**src/rtl/fifo_ser_pkg.sv**
```systemverilog
// Shared definitions for the word-to-bit serializer that feeds the serial bit-FIFO.
//   ser_state_t : serializer FSM states
//   WORDS_W     : width of the completed-word counter
//   cnt_width() : bit-counter width able to count both word bits and pad bits
package fifo_ser_pkg;

    typedef enum logic [1:0] {
        IDLE  = 2'd0,
        SHIFT = 2'd1,
        PAR   = 2'd2,
        PAD   = 2'd3
    } ser_state_t;

    localparam int WORDS_W = 16;

    // The shared counter must reach max(W, D) - 1, so size it for the larger of the two.
    function automatic int cnt_width(input int w, input int d);
        int m;
        m = (w > d) ? w : d;
        return $clog2(m + 1);
    endfunction

endpackage

```
**src/rtl/fifo_word_serializer_parity_gen.sv**
```systemverilog
// Even-parity generator: XOR reduction of a W-bit word.
//   data   : word to protect
//   parity : 1 when data holds an odd number of ones
module ser_parity_gen #(
    parameter int W = 8
) (
    input  logic [W-1:0] data,
    output logic         parity
);

    assign parity = ^data;

endmodule

```
**src/rtl/fifo_word_serializer.sv**
```systemverilog
// Parallel-to-serial feeder for the serial bit-FIFO. Words arrive on a valid/ready
// handshake and leave LSB-first, one bit per clock with a write strobe, optionally
// followed by an even-parity bit. A flush request appends D zero bits so the last
// real word is pushed through the downstream delay line.
//   clk, rst             : clock, asynchronous active-low reset
//   s_data/s_valid       : parallel word input; s_ready high only in IDLE
//   flush                : one-cycle pad request, remembered until served
//   ser_bit/ser_write_en : registered serial output and strobe
//   busy                 : any state other than IDLE
//   words_sent           : completed words, wraps modulo 2^16
module fifo_word_serializer
    import fifo_ser_pkg::*;
#(
    parameter int W         = 8,
    parameter int D         = 4,
    parameter int PARITY_EN = 1
) (
    input  logic               clk,
    input  logic               rst,
    input  logic [W-1:0]       s_data,
    input  logic               s_valid,
    output logic               s_ready,
    input  logic               flush,
    output logic               ser_bit,
    output logic               ser_write_en,
    output logic               busy,
    output logic [WORDS_W-1:0] words_sent
);

    localparam int              CNT_W    = cnt_width(W, D);
    localparam logic [CNT_W-1:0] LAST_BIT = CNT_W'(W - 1);
    localparam logic [CNT_W-1:0] LAST_PAD = CNT_W'(D - 1);

    ser_state_t         state_r, state_s;
    logic [W-1:0]       shreg_r, shreg_s;
    logic               par_r, par_s;
    logic [CNT_W-1:0]   cnt_r, cnt_s;
    logic               pend_r, pend_s;
    logic [WORDS_W-1:0] words_r, words_s;
    logic               bit_r, bit_s;
    logic               we_r, we_s;
    logic               cap_par_s;
    logic               pending_s;

    ser_parity_gen #(.W(W)) u_parity (
        .data   (s_data),
        .parity (cap_par_s)
    );

    // A flush arriving this cycle counts as already pending for this cycle's decision.
    assign pending_s = pend_r | flush;

    // Next-state, datapath and next-output decode; outputs are computed for the
    // state being entered so the registered strobe lines up with that state.
    always_comb begin
        state_s = state_r;
        shreg_s = shreg_r;
        par_s   = par_r;
        cnt_s   = cnt_r;
        pend_s  = pending_s;
        words_s = words_r;
        bit_s   = 1'b0;
        we_s    = 1'b0;
        case (state_r)
            IDLE: begin
                if (s_valid) begin
                    state_s = SHIFT;
                    shreg_s = s_data;
                    par_s   = cap_par_s;
                    cnt_s   = '0;
                    we_s    = 1'b1;
                    bit_s   = s_data[0];
                end else if (pending_s) begin
                    state_s = PAD;
                    cnt_s   = '0;
                    we_s    = 1'b1;
                end else begin
                    state_s = IDLE;
                end
            end
            SHIFT: begin
                if (cnt_r == LAST_BIT) begin
                    cnt_s = '0;
                    if (PARITY_EN != 0) begin
                        state_s = PAR;
                        we_s    = 1'b1;
                        bit_s   = par_r;
                    end else begin
                        words_s = words_r + WORDS_W'(1);
                        if (pending_s) begin
                            state_s = PAD;
                            we_s    = 1'b1;
                        end else begin
                            state_s = IDLE;
                        end
                    end
                end else begin
                    shreg_s = {1'b0, shreg_r[W-1:1]};
                    cnt_s   = cnt_r + CNT_W'(1);
                    we_s    = 1'b1;
                    bit_s   = shreg_r[1];
                end
            end
            PAR: begin
                words_s = words_r + WORDS_W'(1);
                cnt_s   = '0;
                if (pending_s) begin
                    state_s = PAD;
                    we_s    = 1'b1;
                end else begin
                    state_s = IDLE;
                end
            end
            PAD: begin
                // The running pad run satisfies any flush that arrives during it.
                pend_s = 1'b0;
                if (cnt_r == LAST_PAD) begin
                    state_s = IDLE;
                    cnt_s   = '0;
                end else begin
                    cnt_s = cnt_r + CNT_W'(1);
                    we_s  = 1'b1;
                end
            end
            default: begin
                state_s = IDLE;
                cnt_s   = '0;
                pend_s  = 1'b0;
            end
        endcase
    end

    // State, datapath and output registers; reset aborts any word or pad run at once.
    always_ff @(posedge clk or negedge rst) begin
        if (!rst) begin
            state_r <= IDLE;
            shreg_r <= '0;
            par_r   <= 1'b0;
            cnt_r   <= '0;
            pend_r  <= 1'b0;
            words_r <= '0;
            bit_r   <= 1'b0;
            we_r    <= 1'b0;
        end else begin
            state_r <= state_s;
            shreg_r <= shreg_s;
            par_r   <= par_s;
            cnt_r   <= cnt_s;
            pend_r  <= pend_s;
            words_r <= words_s;
            bit_r   <= bit_s;
            we_r    <= we_s;
        end
    end

    assign s_ready      = (state_r == IDLE);
    assign busy         = (state_r != IDLE);
    assign ser_bit      = bit_r;
    assign ser_write_en = we_r;
    assign words_sent   = words_r;

endmodule

```
**config.mk**
```make
export PLATFORM = sky130hd
export DESIGN_NAME = fifo_word_serializer
export DESIGN_NICKNAME = d
export VERILOG_FILES = /design/src/rtl/fifo_ser_pkg.sv /design/src/rtl/fifo_word_serializer_parity_gen.sv /design/src/rtl/fifo_word_serializer.sv
export SDC_FILE = /design/constraint.sdc
export NUM_CORES = 1
export LEC_CHECK = 0
export BUFFER_PORTS_ARGS = -buffer_cell sky130_fd_sc_hd__buf_2
export CORE_AREA = 2 2 49 97
export CTS_CLUSTER_SIZE = 8
export DETAILED_ROUTE_END_ITERATION = 7
export DIE_AREA = 0 0 51 99
export HOLD_SLACK_MARGIN = 0.1
export PLACE_DENSITY = 0.6
export SYNTH_ARGS = -nofsm -noshare
export SYNTH_HDL_FRONTEND = slang
export SYNTH_HIERARCHICAL = 1
export SYNTH_SLANG_ARGS = --single-unit
```
**constraint.sdc**
```tcl
create_clock -name clk -period 2.86 [get_ports clk]
set_input_delay 0.858 -clock clk [delete_from_list [all_inputs] [get_ports clk]]
set_output_delay 0.858 -clock clk [all_outputs]
set_load 0.1 [all_outputs]
```
==> metrics.md, run 1 <==
| Metric | Value |
|---|---|
| Status | finished, final reports clean |
| Initial core utilization | approximately two fifths |
| Antenna diodes | 0 |
| CORE AREA | 4300 um^2 |
| WL/cell | 13.6 um |
| Mapped Nets | 166 |
| RR Startpoint | state_r[0] |
| Pre-CTS WS | 662 ps |
| Fin nets | roughly 200 |
| Pin count of the biggest net entering global routing | 34 |
| Port Buf Inserts | 31 |
| Top_reg_cell synth | dfrtp_1 |
| Clock buffer count from CTS | 5 |
| Fin Clk Skew | 6.27 ps |
| Max_slew headroom | 50.9% |
| Final worst setup slack | 356 ps |
| # H-tree levels | 2 |
| Routed via count | 1229 |
| DIE AREA | roughly 5000 um^2 |
| Worst r2r dst | words_sent[15] |
| WL final | ~3200 um |
| TNS Setup | 0 ps |
| Startpoint Class | register |
| Synth area leader | dfrtp_1 |
| Worst r2r path cells | 4 |
| I/O pin count | 32 |
| Yosys cell types | 39 |
| Clock Pin Slew Worst Setup and Hold Paths | 70 ps |
| Hold Fails Final Rpt | 0 |
| First-pass DRT Iterations | 4 |
| Syn-to-layout area delta | 16.4% |
| Achievable Freq | 0.399 GHz |
| Setup CP Type | reg -> out |
| Min Clock Period, post-route | 2500 ps |
| Multi-input gate area | 778 um^2 |
| EDFF count, synth | 0 |
| CP startpoint | state_r[0] |
| Seq/Total Area, Yosys | 49.8% |
| Internal power | about 0.0011 W |
| Core Rows | 34 |
| Syn_area_per_cell | 10.9 um^2 |
| Crit share post-route | 87.6% |
| Ys async rst share | 100% |
| Share of the synthesized area in the top cell type | 49.8% |
| Maximum clock path buffer count | 2 |
| Hold Path Class | reg -> reg |
| Leakage | about 0.88 nW |
| # fillers | 421 |
| CTS Hold Bufs | 0 |
| TritonCTS clock tree | built |
| Fin. max-slew vios | 0 |
| YS warnings | 6 |
| GPL Wtd Cong | 0.793 |
| Final setup violation count | 0 |
| DR DRC count | 0 |
| Max IR drop VDD | 0.464 mV |
| Share of cells above drive strength 1 | between 20 and 30% |
| Max Cap Violations | 0 |
| Post-synthesis instance area | 1660 um^2 |
| CTS sink cnt | 33 |
| Die height | 99 um |
| Worst-path fanout max | 17 |
| Flop2flop setup slack | 1000 ps |
| Post-CTS Setup Bufs | 0 |
| Placed inst area | 1840 um^2 |
| Top-count cell post-synth | dfrtp_1 |
| Hpwl dp | 2480 um |
| Clock root cell | clkbuf_8 |
| Die X-Extent | 51 um |
| Power Density | about 1100 nW/um^2 |
| DRT iter0 DRCs | 29 |
| Top cells by area, synth | dfrtp_1, xnor2_1, nand2_1 |
| Initial antenna violation count | 0 |
| Commonest cells post-synth | dfrtp_1, nand2_1, xnor2_1, nand3_1, nor2_1 |
| Critical Path AT | 1650 ps |
| Clk Latency, worst-skew pair | between 200 and 300 ps |
| Crit end category | output pin |
| GR Overflow Total | 0 |
| Post-cts sizing count | 0 |
| Comb pwr share | 44.5% |
| Routed Antenna Nets | 0 |
| Drt via density | approximately 5.2 |
| First-pass GRT wire length | 5710 um |
| Synth Instances | 152 |
| Design Area, Final | 1930 um^2 |
| RSZ-0062 raised after global routing | no |
| Psw | roughly 0.00098 W |
| Vias in the first global route | 1278 |
| Worst slew pin tran | approximately 740 ps |
| Synthesized flop and latch total | 33 |
| Critical Path RT | 2000 ps |
| Clock Power Share | 17.3% |
| Fraction of power spent switching nets | 48.0% |
| Reg power frac | 38.2% |
| Sequential cell area | 826 um^2 |
| Total track usage | 15.0% |
| Critical Path End | busy |
state kept, by name, indices dropped and copies added (netlist names):
register / cells
cnt_r: 4
par_r: 1
pend_r: 1
ser_bit: 1
ser_write_en: 1
shreg_r: 7
state_r: 2
words_sent: 16
stage by stage:
stage               hold WS [ps]  power (W)  utilization [%]  instances
global route                 496    0.00216             44.9        238
CTS                          487    0.00205             44.9        238
floorplan                    446    0.00156                -        152
global placement             458    0.00167             42.9        231
detailed placement           472    0.00170             42.9        231
finish                       481    0.00203             44.9        238
cell usage in the layout (no fill, tap or decap), types with 2 or more instances in the layout:
cell,count
a21oi_1,5
and4_1,2
buf_2,31
clkbuf_8,6
dfrtp_1,33
ha_1,2
inv_1,3
mux2_2,3
mux2i_1,6
nand2_1,20
nand3_1,7
nand4_1,3
nor2_1,6
nor2b_1,2
nor3_1,2
nor4_4,2
o21ai_0,4
o21ai_1,2
o21ai_2,4
xnor2_1,17
xor2_1,6
cells by family after synthesis:
kind of cell / Yosys count / share of synthesized area, %
AND/OR/NAND/NOR: 53 / 18.0
flip-flops: 33 / 49.8
XOR/XNOR: 23 / 12.1
AO/OA/AOI/OAI: 22 / 9.20
buffers and inverters: 10 / 3.77
multiplexers: 9 / 5.66
adder cells (fa/ha/maj): 2 / 1.51
layout make-up:
| type | instances | area share (%) |
|---|---|---|
| Inverter | 4 | 0.907 |
| Multi-Input combinational cell | 109 | 40.3 |
| Timing Repair Buffer | 31 | 8.04 |
| Clock buffer | 7 | 4.47 |
| Sequential cell | 33 | 42.8 |
| Tap cell | 54 | 3.50 |
power groups by stage:
| stage | sequential [W] | clock [W] | combinational, W |
|---|---|---|---|
| 2_1_floorplan | 0.00101 | 0 | 0.000553 |
| 3_3_place_gp | 0.000775 | 0 | 0.000898 |
| 3_5_place_dp | 0.000786 | 0 | 0.000915 |
| 4_1_cts | 0.000777 | 0.000363 | 0.000915 |
| 5_1_grt | 0.000804 | 0.000386 | 0.000971 |
| 6_report | 0.000776 | 0.000352 | 0.000905 |
worst max-delay path: stages (launching register included):
cell and delay [ps]:
dfrtp_1 710, nor2_4 70, inv_1 130, buf_2 440
metal layers:
layer  global-route usage, %  up-vias  routed length, um
li1                        -      589                  -
met1                    14.9      601               1200
met2                    27.6       34               1830
met3                    3.79        5                162
met4                    7.07        0                 53
met5                       0        -                  0
how the worst min path moves through the flow:
stage	cells past startpoint	from	endpoint	slack (ps)
detailed placement	2	shreg_r[3]	shreg_r[3]	470
finish	1	words_sent[15]	words_sent[15]	480
global route	1	words_sent[15]	words_sent[15]	500
global placement	1	words_sent[15]	words_sent[15]	460
CTS	2	shreg_r[3]	shreg_r[3]	490
floorplan	2	shreg_r[1]	shreg_r[1]	450
Note: power is estimated with default switching activity, not from simulation.
==> run 2: changes to the inputs <==
--- a/config.mk
+++ b/config.mk
@@ -7,12 +7,14 @@
 export LEC_CHECK = 0
 export BUFFER_PORTS_ARGS = -buffer_cell sky130_fd_sc_hd__buf_2
 export CORE_AREA = 2 2 49 97
+export CTS_BUF_LIST = sky130_fd_sc_hd__clkbuf_16
 export CTS_CLUSTER_SIZE = 8
 export DETAILED_ROUTE_END_ITERATION = 7
 export DIE_AREA = 0 0 51 99
 export HOLD_SLACK_MARGIN = 0.1
-export PLACE_DENSITY = 0.6
+export PLACE_DENSITY = 0.62
 export SYNTH_ARGS = -nofsm -noshare
 export SYNTH_HDL_FRONTEND = slang
 export SYNTH_HIERARCHICAL = 1
 export SYNTH_SLANG_ARGS = --single-unit
+export TNS_END_PERCENT = 20
==> constraint.sdc (replaced) <==
create_clock -name clk -period 2.2 [get_ports clk]
set_input_delay 0.66 -clock clk [delete_from_list [all_inputs] [get_ports clk]]
set_output_delay 0.66 -clock clk [all_outputs]
set_load 0.1 [all_outputs]
==> run 2 against run 1 <==
Net effect: routed wire length down 0.77%; power up 41%; final cell count grew 1.3%; largest cell class unchanged; critical path depth is 1 lower; non-clock buffer count increased by 2; sequential share of layout area decreased by 1.8 points; register-to-register slack got worse by 590 ps; hold slack lost 24 ps; worst setup slack worse by 250 ps; critical path type unchanged; sequential power up 28%; global-route usage shrank 0.37 points; combinational power increased by 35%.
==> metrics.md, run 2 (synthesis results as in run 1) <==
| Metric | Value |
|---|---|
| Status | finished, final reports clean |
| Port Buf Inserts | 31 (unchanged) |
| Setup CP Type | reg -> out |
| Final setup violation count | 0 (unchanged) |
| I/O pin count | 32 (unchanged) |
| WHS | 456 ps (-24.3 ps) |
| Die height | 99 um (unchanged) |
| Max stage delay on crit path | 510 ps (-200 ps) |
| CP max-delay cell | dfrtp_1 |
| CTS sink cnt | 33 (unchanged) |
| Clock Pin Slew Worst Setup and Hold Paths | 50 ps (-20 ps) |
| RSZ-0062 raised after global routing | no |
| GR Overflow Total | 0 (unchanged) |
| CORE AREA | 4300 um^2 (unchanged) |
| Fin Clk Skew | 5.78 ps (-0.494 ps) |
| Achievable Freq | 0.478 GHz |
| GPL Wtd Cong | 0.802 (+1.1%) |
| TNS Setup | 0 ps (unchanged) |
| DR DRC count | 0 (unchanged) |
| Sequential cell area | 826 um^2 (unchanged) |
| Total track usage | 14.6% (-0.37 points) |
| Drt via density | 5.09 (-1.5%) |
| Pin count of the biggest net entering global routing | 34 (unchanged) |
| Worst slew pin tran | 741 ps (+4.24 ps) |
| Worst-path fanout max | 9 (-8) |
| Post-cts sizing count | 0 (unchanged) |
| Max Cap Violations | 0 (unchanged) |
| Initial core utilization | 38.6% (unchanged) |
| Hold Path Class | in -> async |
| Routed via count | 1226 (-0.24%) |
| First-pass GRT wire length | 5540 um (-2.9%) |
| # H-tree levels | 2 (unchanged) |
| Initial antenna violation count | 0 (unchanged) |
| Fin. max-slew vios | 0 (unchanged) |
| Crit share post-route | 95.1% |
| Die X-Extent | 51 um (unchanged) |
| Post-CTS Setup Bufs | 0 (unchanged) |
| Routed Antenna Nets | 0 (unchanged) |
| Most common cell after layout, fill and taps aside | dfrtp_1 |
| Startpoint Class | register |
| Clock buffer count from CTS | 5 (unchanged) |
| Critical Path AT | 1430 ps (-220 ps) |
| Max_slew headroom | 50.6% (-0.28 points) |
| WL/cell | 13.4 um (-2.0%) |
| Leakage | 0.932 nW (+5.4%) |
| Multi-input gate area | 778 um^2 (unchanged) |
| Antenna diodes | 0 (unchanged) |
| Vias in the first global route | 1242 (-2.8%) |
| Post-layout util | 46.9% (+1.9 points) |
| WL final | 3220 um (-0.77%) |
| TritonCTS clock tree | built |
| Hpwl dp | 2470 um (about the same) |
| Power Density | 1420 nW/um^2 (+35%) |
| Maximum clock path buffer count | 2 (unchanged) |
| Crit end category | output pin |
| Critical Path RT | 1540 ps (-460 ps) |
| CTS Hold Bufs | 0 (unchanged) |
| Clk Latency, worst-skew pair | 270 ps (about the same) |
| Min Clock Period, post-route | ~2100 ps |
| DIE AREA | 5050 um^2 (unchanged) |
| Power Total | 0.00286 W (+41%) |
| Cell Count, Final, Fillers Out | 241 (+1.3%) |
| Max IR drop VDD | 0.882 mV (+90%) |
| DRT iter0 DRCs | 16 (-45%) |
| Most frequent cells in the layout | dfrtp_1, buf_2, nand2_1 |
| Core Rows | 34 (unchanged) |
| First-pass DRT Iterations | 4 (unchanged) |
| Fin nets | 200 (+1.0%) |
| Syn-to-layout area delta | 21.3% |
| Placed cell count | 233 (+0.87%) |
| Worst path cell trace | nor2_4 > buf_2 |
| Hold Fails Final Rpt | 0 (unchanged) |
| Max reg flops | 16 (unchanged) |
| Share of cells above drive strength 1 | 29.4% (+1.2 points) |
| Clock root cell | clkbuf_16 |
| # fillers | 416 (-1.2%) |
## run 2: cell types whose count changed in the layout (fill, tap and decap cells not counted)
cell | previous run | this run
buf_12 | 0 | 1
buf_2 | 31 | 30
buf_4 | 0 | 2
clkbuf_1 | 1 | 0
clkbuf_16 | 0 | 5
clkbuf_8 | 6 | 0
clkinv_2 | 0 | 2
inv_1 | 3 | 4
## run 2: cell type report
class                      instances  share of cell area, %
tap                               54                   3.36
timing repair buffer              33                   9.20
clock inverter                     3                  0.684
sequential                        33                   41.0
multi-input combinational        109                   38.7
clock buffer                       5                   6.22
inverter                           4                  0.870
## run 2: where the power goes
part	switching (W)	leakage [nW]	internal, W	total [W]
clock	0.000230	0.0748	0.000409	0.000640
combinational	0.000854	0.432	0.000371	0.00122
sequential	0.000203	0.426	0.000791	0.000994
total	0.00129	0.932	0.00157	0.00286
## run 2: critical path: cells and delay by family, from the launching register on
| family | cells | cell delay (ps) |
|---|---|---|
| flops | 1 | 510 |
| simple gates | 1 | 200 |
| buf+inv | 1 | 440 |
## run 2: final timing paths
kind	to	start	slack, ps	cells past startpoint
max	s_ready	state_r[1]	110	2
min in group clk	words_sent[15]	words_sent[15]	470	1
max reg2reg	shreg_r[7]	cnt_r[0]	410	4
max in group asynchronous	ser_write_en	rst	1270	1
min reg2reg	words_sent[15]	words_sent[15]	470	1
min	shreg_r[5]	rst	460	1
## run 2: layer usage
layer	global-route usage [%]	share of wire, %	vias to the layer above	routed length [um]
met5	0	0	-	0
met4	5.61	0.62	0	20
met3	3.64	4.7	2	151
met2	27.6	58	37	1850
met1	14.5	37	598	1190
li1	-	-	589	-
## run 2: metrics by stage
stage / area (um^2) / setup slack, ps
floorplan: 1670 / -89.8
global placement: 1870 / 394
detailed placement: 1870 / 361
CTS: 2010 / 95.5
global route: 2010 / 70.7
finish: 2010 / 108
==> run 3: changes to the inputs <==
--- a/config.mk
+++ b/config.mk
@@ -8,11 +8,11 @@
 export BUFFER_PORTS_ARGS = -buffer_cell sky130_fd_sc_hd__buf_2
 export CORE_AREA = 2 2 49 97
 export CTS_BUF_LIST = sky130_fd_sc_hd__clkbuf_16
-export CTS_CLUSTER_SIZE = 8
+export CTS_CLUSTER_SIZE = 10
 export DETAILED_ROUTE_END_ITERATION = 7
 export DIE_AREA = 0 0 51 99
 export HOLD_SLACK_MARGIN = 0.1
-export PLACE_DENSITY = 0.62
+export PLACE_DENSITY = 0.6
 export SYNTH_ARGS = -nofsm -noshare
 export SYNTH_HDL_FRONTEND = slang
 export SYNTH_HIERARCHICAL = 1
==> constraint.sdc (replaced) <==
create_clock -name clk -period 2.1 [get_ports clk]
set_input_delay 0.63 -clock clk [delete_from_list [all_inputs] [get_ports clk]]
set_output_delay 0.63 -clock clk [all_outputs]
set_load 0.1 [all_outputs]
==> run 3 against run 2 <==
Net effect: first-iteration DRC count unchanged; worst setup slack got worse by 4.8 ps; sequential power increased by 7%; flip-flop and latch count unchanged; die area unchanged; hold slack got worse by 41 ps; critical path type unchanged; clock skew decreased by 3.0 ps; utilization increased by 0.35 points; register-to-register slack got worse by 90 ps.
==> metrics.md, run 3 (synthesis results as in run 1) <==
| Metric | Value |
|---|---|
| Syn-to-layout area delta | 22.2% |
| Internal power | 0.00166 W (+5.9%) |
| Leakage | 0.935 nW (+0.34%) |
| Placed inst area | 1890 um^2 (+0.80%) |
| Most frequent cells in the layout | dfrtp_1, buf_2, nand2_1 |
| Highest metal used | met4 |
| Hold Fails Final Rpt | 0 (unchanged) |
| Setup CP Type | reg -> out |
| Drt via density | 5.20 (+2.2%) |
| Routed Antenna Nets | 0 (unchanged) |
| Pin count of the biggest net entering global routing | 34 (unchanged) |
| Clock root cell | clkbuf_16 |
| # H-tree levels | 2 (unchanged) |
| Fin nets | 200 (unchanged) |
| DRT iter0 DRCs | 16 (unchanged) |
| DR DRC count | 0 (unchanged) |
| # fillers | 408 (-1.9%) |
| Met1 Wirelength | 1150 um (-3.4%) |
| Fraction of power spent switching nets | 45.4% (+0.39 points) |
| Power Total | 0.00305 W (+6.6%) |
| Comb pwr share | 43.1% (+0.2 points) |
| Reg power frac | 34.9% (about the same) |
| GR Overflow Total | 0 (unchanged) |
| Total track usage | 15.2% (+0.56 points) |
| Post-cts sizing count | 0 (unchanged) |
| Design Area, Final | 2030 um^2 (+0.75%) |
| Achievable Freq | 0.501 GHz |
| Hpwl dp | 2600 um (+5.1%) |
| Initial antenna violation count | 0 (unchanged) |
| Crit share post-route | 95.1% |
| Max_slew headroom | 52.1% (+1.5 points) |
| Fin Clk Skew | 2.75 ps (-3.03 ps) |
| CP top delay family | flip-flops |
| TritonCTS clock tree | built |
| RSZ-0062 raised after global routing | no |
| Share of cells above drive strength 1 | 29.4% (unchanged) |
| Multi-input gate area | 778 um^2 (unchanged) |
| Port Buf Inserts | 31 (unchanged) |
| DR WL met2 | 1950 um (+5.1%) |
| Sequential cell area | 826 um^2 (unchanged) |
| CP max-delay cell | dfrtp_1 |
| Worst r2r dst | shreg_r[7] |
| Flop2flop setup slack | 320 ps (-90 ps) |
| Die height | 99 um (unchanged) |
| Psw | 0.00138 W (+7.5%) |
| Worst path cell trace | nor2_4 > inv_1 > buf_12 |
| GPL Wtd Cong | 0.819 (+2.1%) |
| Post-CTS Setup Bufs | 0 (unchanged) |
| First-pass GRT wire length | 5790 um (+4.5%) |
| Clk Latency, worst-skew pair | 270 ps (about the same) |
| CORE AREA | 4300 um^2 (unchanged) |
| Die X-Extent | 51 um (unchanged) |
| Pre-CTS WS | 269 ps (-92.0 ps) |
| Final setup violation count | 0 (unchanged) |
| TNS Setup | 0 ps (unchanged) |
| DIE AREA | 5050 um^2 (unchanged) |
| Final worst setup slack | 103 ps (-4.85 ps) |
| Worst r2r path cells | 4 (unchanged) |
| Startpoint Class | register |
| First-pass DRT Iterations | 4 (unchanged) |
| Status | finished, final reports clean |
| Max stage delay on crit path | 520 ps (about the same) |
| Clock buffer count from CTS | 5 (unchanged) |
| I/O pin count | 32 (unchanged) |
| Crit end category | output pin |
| Critical Path RT | 1470 ps (-70 ps) |
| RR Startpoint | cnt_r[0] |
| Max IR drop VDD | 0.827 mV (-6.2%) |
| Max Cap Violations | 0 (unchanged) |
| Initial core utilization | 38.6% (unchanged) |
| Worst-path fanout max | 9 (unchanged) |
| Routed via count | 1253 (+2.2%) |
| Most common cell after layout, fill and taps aside | dfrtp_1 |
| Fin. max-slew vios | 0 (unchanged) |
| Worst Path Buf+Inv | 2 (+1) |
| WL final | 3330 um (+3.6%) |
| Critical Path AT | 1370 ps (-60 ps) |
| Min Clock Period, post-route | ~2000 ps |
| Clock Pin Slew Worst Setup and Hold Paths | 50 ps (about the same) |
| Clock Power Share | 22.0% (-0.4 points) |
| CTS sink cnt | 33 (unchanged) |
| Power Density | 1500 nW/um^2 (+5.8%) |
| Vias in the first global route | 1352 (+8.9%) |
| WL/cell | 13.8 um (+3.6%) |
| Met3 Wirelength | 151 um (unchanged) |
| Max reg flops | 16 (unchanged) |
| Antenna diodes | 0 (unchanged) |
| Core Rows | 34 (unchanged) |
| CTS Hold Bufs | 0 (unchanged) |
| Hold Path Class | in -> async |
| Maximum clock path buffer count | 2 (unchanged) |
| Worst slew pin tran | 718 ps (-22.8 ps) |
| CP startpoint | state_r[1] |
-- run 3: per-layer routing --
metal,GRT usage [%],vias up
met5,0,-
met4,8.52,0
met3,4.09,7
met2,27.9,39
met1,14.3,615
li1,-,592
-- run 3: final cells by class --
cell class                 count  share of cell area [%]
clock buffer                   5                    6.17
inverter                       4                   0.864
sequential                    33                    40.7
multi-input combinational    109                    38.4
tap                           54                    3.33
clock inverter                 3                   0.679
timing repair buffer          33                    9.87
-- run 3: how the worst max path moves through the flow --
stage / cells past startpoint / to
2_1_floorplan: 3 / busy
3_3_place_gp: 4 / shreg_r[7]
3_5_place_dp: 4 / shreg_r[7]
4_1_cts: 3 / busy
5_1_grt: 3 / busy
6_report: 3 / busy
-- run 3: power by group through the flow --
stage                     registers, W  logic (W)  clock network [W]
after detailed placement       0.00107    0.00133                  0
after CTS                      0.00106    0.00133           0.000687
after global routing           0.00109    0.00142           0.000721
final                          0.00106    0.00131           0.000671
after global placement         0.00106    0.00129                  0
after floorplan                0.00137   0.000753                  0
-- run 3: stage by stage --
step                      cells  hold WS, ps  util (%)
after floorplan             152          334         -
after global placement      233          456      44.0
after detailed placement    233          474      44.0
after CTS                   241          444      47.2
after global routing        241          478      47.2
final                       241          415      47.2
